==> src/rtl/key_action_decoder.sv <==
// Frame-aligned keyboard action decoder: turns four raw USB keycode slots into
// held/press/release actions, a resolved move direction and a buffered jump request.
module key_action_decoder #(
  parameter logic [7:0]  KEY_LEFT        = 8'h04,
  parameter logic [7:0]  KEY_RIGHT       = 8'h07,
  parameter logic [7:0]  KEY_JUMP        = 8'h2C,
  parameter logic [7:0]  KEY_JUMP_ALT    = 8'h1A,
  parameter int unsigned JUMP_BUF_FRAMES = 6
) (
  input  logic        pixel_clk,
  input  logic        reset,
  input  logic        vsync,
  input  logic [31:0] keycode,
  input  logic        jump_ack,
  output logic        frame_tick,
  output logic [2:0]  held,
  output logic [2:0]  press,
  output logic [2:0]  released,
  output logic [1:0]  move_dir,
  output logic        jump_req
);

  typedef enum logic [1:0] {
    DIR_NONE  = 2'b00,
    DIR_LEFT  = 2'b01,
    DIR_RIGHT = 2'b10
  } dir_t;

  localparam logic [3:0] JUMP_LOAD = 4'(JUMP_BUF_FRAMES);

  logic        vs_s1_q, vs_s1_d;
  logic        vs_s2_q, vs_s2_d;
  logic        vs_prev_q, vs_prev_d;
  logic        tick_q, tick_d;
  logic        frame_tick_q, frame_tick_d;
  logic [31:0] kc_a_q, kc_a_d;
  logic [31:0] kc_b_q, kc_b_d;
  logic [2:0]  held_q, held_d;
  logic [2:0]  press_q, press_d;
  logic [2:0]  rel_q, rel_d;
  dir_t        dir_q, dir_d;
  logic        jump_req_q, jump_req_d;
  logic [3:0]  jcnt_q, jcnt_d;

  logic [2:0]  new_keys;
  logic        snap_ok;

  // Slot value 00 means "no key" and must never match, even for a zero code.
  function automatic logic slot_match(input logic [31:0] kc, input logic [7:0] code);
    logic m;
    m = 1'b0;
    for (int unsigned i = 0; i < 4; i++) begin
      if ((kc[i*8 +: 8] == code) && (kc[i*8 +: 8] != 8'h00)) m = 1'b1;
    end
    return m;
  endfunction

  always_comb begin
    vs_s1_d      = vsync;
    vs_s2_d      = vs_s1_q;
    vs_prev_d    = vs_s2_q;
    tick_d       = vs_prev_q & ~vs_s2_q;
    frame_tick_d = tick_q;
    kc_a_d       = keycode;
    kc_b_d       = kc_a_q;
    held_d       = held_q;
    press_d      = '0;
    rel_d        = '0;
    dir_d        = dir_q;
    jump_req_d   = jump_req_q;
    jcnt_d       = jcnt_q;

    new_keys = {slot_match(kc_a_q, KEY_JUMP) | slot_match(kc_a_q, KEY_JUMP_ALT),
                slot_match(kc_a_q, KEY_RIGHT),
                slot_match(kc_a_q, KEY_LEFT)};
    // A snapshot that changed across the last two samples may be torn; skip it.
    snap_ok = tick_q && (kc_a_q == kc_b_q);

    if (snap_ok) begin
      held_d  = new_keys;
      press_d = new_keys & ~held_q;
      rel_d   = ~new_keys & held_q;
      unique case (new_keys[1:0])
        2'b00: dir_d = DIR_NONE;
        2'b01: dir_d = DIR_LEFT;
        2'b10: dir_d = DIR_RIGHT;
        default: begin
          // Both held: the most recent press wins; a simultaneous press is ambiguous.
          if (press_d[0] && press_d[1]) dir_d = DIR_NONE;
          else if (press_d[0])          dir_d = DIR_LEFT;
          else if (press_d[1])          dir_d = DIR_RIGHT;
        end
      endcase
    end

    if (snap_ok && press_d[2]) begin
      jump_req_d = 1'b1;
      jcnt_d     = JUMP_LOAD;
    end else if (jump_ack && jump_req_q) begin
      jump_req_d = 1'b0;
      jcnt_d     = '0;
    end else if (tick_q && (jcnt_q != '0)) begin
      jcnt_d = jcnt_q - 4'd1;
      if (jcnt_q == 4'd1) jump_req_d = 1'b0;
    end
  end

  always_ff @(posedge pixel_clk) begin
    if (reset) begin
      vs_s1_q      <= 1'b0;
      vs_s2_q      <= 1'b0;
      vs_prev_q    <= 1'b0;
      tick_q       <= 1'b0;
      frame_tick_q <= 1'b0;
      kc_a_q       <= '0;
      kc_b_q       <= '0;
      held_q       <= '0;
      press_q      <= '0;
      rel_q        <= '0;
      dir_q        <= DIR_NONE;
      jump_req_q   <= 1'b0;
      jcnt_q       <= '0;
    end else begin
      vs_s1_q      <= vs_s1_d;
      vs_s2_q      <= vs_s2_d;
      vs_prev_q    <= vs_prev_d;
      tick_q       <= tick_d;
      frame_tick_q <= frame_tick_d;
      kc_a_q       <= kc_a_d;
      kc_b_q       <= kc_b_d;
      held_q       <= held_d;
      press_q      <= press_d;
      rel_q        <= rel_d;
      dir_q        <= dir_d;
      jump_req_q   <= jump_req_d;
      jcnt_q       <= jcnt_d;
    end
  end

  assign frame_tick = frame_tick_q;
  assign held       = held_q;
  assign press      = press_q;
  assign released   = rel_q;
  assign move_dir   = dir_q;
  assign jump_req   = jump_req_q;

endmodule

==> config.mk <==
export PLATFORM = sky130hd
export DESIGN_NAME = key_action_decoder
export DESIGN_NICKNAME = d
export VERILOG_FILES = /design/src/rtl/key_action_decoder.sv
export SDC_FILE = /design/constraint.sdc
export NUM_CORES = 1
export LEC_CHECK = 0
export CORE_MARGIN = 2
export CORE_UTILIZATION = 40
export DETAILED_ROUTE_END_ITERATION = 10
export PLACE_DENSITY_LB_ADDON = 0.05
export SLEW_MARGIN = 0
export SYNTH_ARGS = -nofsm -noshare
export SYNTH_HDL_FRONTEND = slang
export SYNTH_SLANG_ARGS = --single-unit
==> constraint.sdc <==
create_clock -name pixel_clk -period 6.2 [get_ports pixel_clk]
set_input_delay 1.24 -clock pixel_clk [delete_from_list [all_inputs] [get_ports pixel_clk]]
set_output_delay 1.24 -clock pixel_clk [all_outputs]
set_load 0.03 [all_outputs]
==> flow_metrics.py <==
metrics = {
    "placement": {
        "dp.cells": 444,
        "place_ws_ns": 3.59,
        "io_buffers": 48,
        "routabilityCongestion": 0.767,
        "dp_hpwl_um": 4120,
    },
    "yosys": {
        "synth_cell_types": 39,
        "synthTopCellsByCount": "85 x dfxtp_1, 68 x nor2b_1, 27 x xor2_1",
        "syn_inst": 304,
        "synth_edf_count": 0,
        "synth_top_area_share": 0.532,
        "yosysTopAreaCell": "dfxtp_1",
        "synth_flop_cell": "dfxtp_1",
        "synthArstFlopShare": 0,
        "seq_area_frac_synth": 0.532,
        "ys_seq_elements": 85,
        "yosysMostFrequentCell": "dfxtp_1",
        "synth_area_um2": 3200,
        "synth_area_leaders": "dfxtp_1 53%, nor2b_1 13%, xor2_1 7.4%",
        "syn-num-nets": 346,
        "synth.yosys.warnings": 0,
        "synth.avg_cell_area_um2": 10.5,
    },
    "drt": {
        "vias": 2149,
        "via_per_inst": 4.67,
        "ant_nets": 0,
        "wirelength_um": 5830,
        "first_pass_iters": 4,
        "wire_per_inst_um": 12.7,
        "remaining_drc_errors": 0,
        "first_iter_violations": 58,
    },
    "worst_setup_path": {
        "path_class": "reg2out",
        "rrSetupSlack_ns": 3.59,
        "r2r_end": "jcnt_q[0]$_SDFFE_PP0P_",
        "start_kind": "register",
        "crit_family": "buffers and inverters",
        "r2r_cells": 6,
        "crit_path_max_incr_delay_ns": 0.71,
        "arrival_ns": 1.51,
        "r2r_start": "kc_a_q[7]$_SDFF_PP0_",
        "crit_buf_inv": 1,
        "worstPathRequired_ns": 4.96,
        "path_max_fanout": 6,
        "end_kind": "output pin",
        "path_cells": "clkdlybuf4s50_1",
        "slowest_stage": "clkdlybuf4s50_1",
    },
    "sta": {
        "hold_viol": 0,
        "rsz0062_at_grt": "false",
        "post-route-period-util": 0.444,
        "finalSetupTns_ns": 0,
        "tightest_slew_ns": 0.812,
        "setup_violations": 0,
        "fin_crit_ns": 2.75,
        "slew_headroom": 0.458,
        "drv_slew": 0,
        "max_freq_mhz": 363,
        "skew_ns": 0.0116,
        "layout_setup_ws_ns": 3.45,
    },
    "power": {
        "leakagePower_nw": 1.58,
        "ir_drop_uv": 129,
        "power_density_nw_per_um2": 283,
        "p_total_mw": 1.14,
    },
    "worst_hold_path": {
        "min_from": "vs_prev_d$_SDFF_PP0_",
        "hold_depth": 1,
        "hold_class": "reg2reg",
        "hold_end": "frame_tick_d$_SDFF_PP0_",
    },
    "clock_tree": {
        "clock_sinks": 85,
        "clock_latency_ns": 0.35,
        "holdBufCountCts": 0,
        "numCtsBuffers": 9,
        "postCtsSetupRepairBufs": 0,
        "cts_tree": "done",
        "clk_pin_slew_ns": 0.08,
        "cts-resized-gates": 0,
        "clockRootBuffer": "clkbuf_8",
        "ctsHtreeMaxLevel": 3,
        "clockBufferDepth": 2,
    },
    "grt": {
        "grt_pass1_vias": 1919,
        "track_usage": 0.143,
        "gr-total-overflow": 0,
        "grt_pass1_wl_um": 9440,
        "antenna_found_initial": 0,
        "grt_max_degree": 84,
    },
    "finish": {
        "antenna_cells": 0,
        "fill_cells": 711,
        "nNetsFinal": 395,
        "area_delta_synth_final_pct": 25.4,
        "instances_no_fill": 460,
        "drive_above_1_share": 0.0615,
    },
    "floorplan": {
        "rows": 32,
        "die_area_um2": 8720,
        "design.core.area_um2": 7730,
        "dieHeight_um": 93.4,
        "die-width_um": 93.4,
        "start_util": 0.414,
        "ios": 49,
    },
    "flow_run": {
        "drv_cap": 0,
    },
    "run_status": {
        "status": "complete, no violations",
    },
}
through the flow:
stage	utilization	hold slack (ns)	cell area (um^2)
5_1_grt	0.519	0.445	4010
4_1_cts	0.519	0.422	4010
3_3_place_gp	0.486	0.396	3760
6_report	0.519	0.423	4010
3_5_place_dp	0.486	0.407	3760
2_1_floorplan	-	0.388	3200
layout by cell type (no fill, tap or decap), types with 7 or more instances in the layout:
cell type	netlist	layout
nor4_1	10	10
nor4bb_1	7	7
xnor2_1	7	7
clkdlybuf4s50_1	0	47
nor2_1	11	11
xor2_1	27	27
nor2b_1	68	68
nand2_1	8	8
a21oi_1	7	7
clkbuf_8	0	10
dfxtp_1	85	85
report_power, final:
part	internal [mW]	leakage, nW	switching (mW)	total, mW
Combinational	0.0480	0.756	0.0300	0.0780
Clock	0.280	0.124	0.192	0.473
Sequential	0.566	0.699	0.0185	0.585
Total	0.894	1.58	0.241	1.14
registers in the layout, summed over array words and instances, names as in the netlist:
name          cells
vs_prev_d         1
kc_b_q           32
frame_tick        1
jcnt_q            4
kc_a_q           32
frame_tick_d      1
vs_prev_q         1
vs_s1_q           1
released          3
move_dir          2
jump_req          1
held              3
press             3
cells by family (layout without fill, tap and decap cells):
kind of cell,count (synthesis),in the layout,synth area share
buffers and inverters,17,71,0.0223
DFF,85,85,0.532
and+or+nand+nor,137,137,0.267
xor gates and xnor gates,34,34,0.0932
adders and majority gates,6,6,0.0235
muxes,2,2,0.00626
AOI/OAI and AO/OA,23,23,0.0552
worst max-delay path by stage:
stage / startpoint / slack (ns) / end / cells past startpoint
after floorplan: kc_a_q[27]$_SDFF_PP0_ / 3.81 / move_dir[1]$_SDFFE_PP0P_ / 10
after global placement: kc_a_q[7]$_SDFF_PP0_ / 3.61 / jcnt_q[0]$_SDFFE_PP0P_ / 6
after detailed placement: kc_a_q[7]$_SDFF_PP0_ / 3.59 / jcnt_q[0]$_SDFFE_PP0P_ / 6
after CTS: held[1]$_SDFFE_PP0P_ / 3.43 / held[1] / 1
after global routing: held[1]$_SDFFE_PP0P_ / 3.39 / held[1] / 1
final: held[1]$_SDFFE_PP0P_ / 3.45 / held[1] / 1
metal layers:
layer	vias to the layer above	wire length, um	GRT usage
met2	44	2710	0.221
met4	0	113	0.0809
met3	11	249	0.0363
met5	-	0	0
met1	970	2760	0.181
li1	1124	-	-
final cells by class:
cell class                 instances  area (um^2)  share of cell area
timing repair buffer              49          483               0.121
sequential                        85         1700               0.425
inverter                           6         22.5             0.00562
clock inverter                     5          108              0.0268
clock buffer                      11          141              0.0353
multi-input combinational        202         1420               0.355
tap                              102          128              0.0318
(Power assumes the default switching activity.)
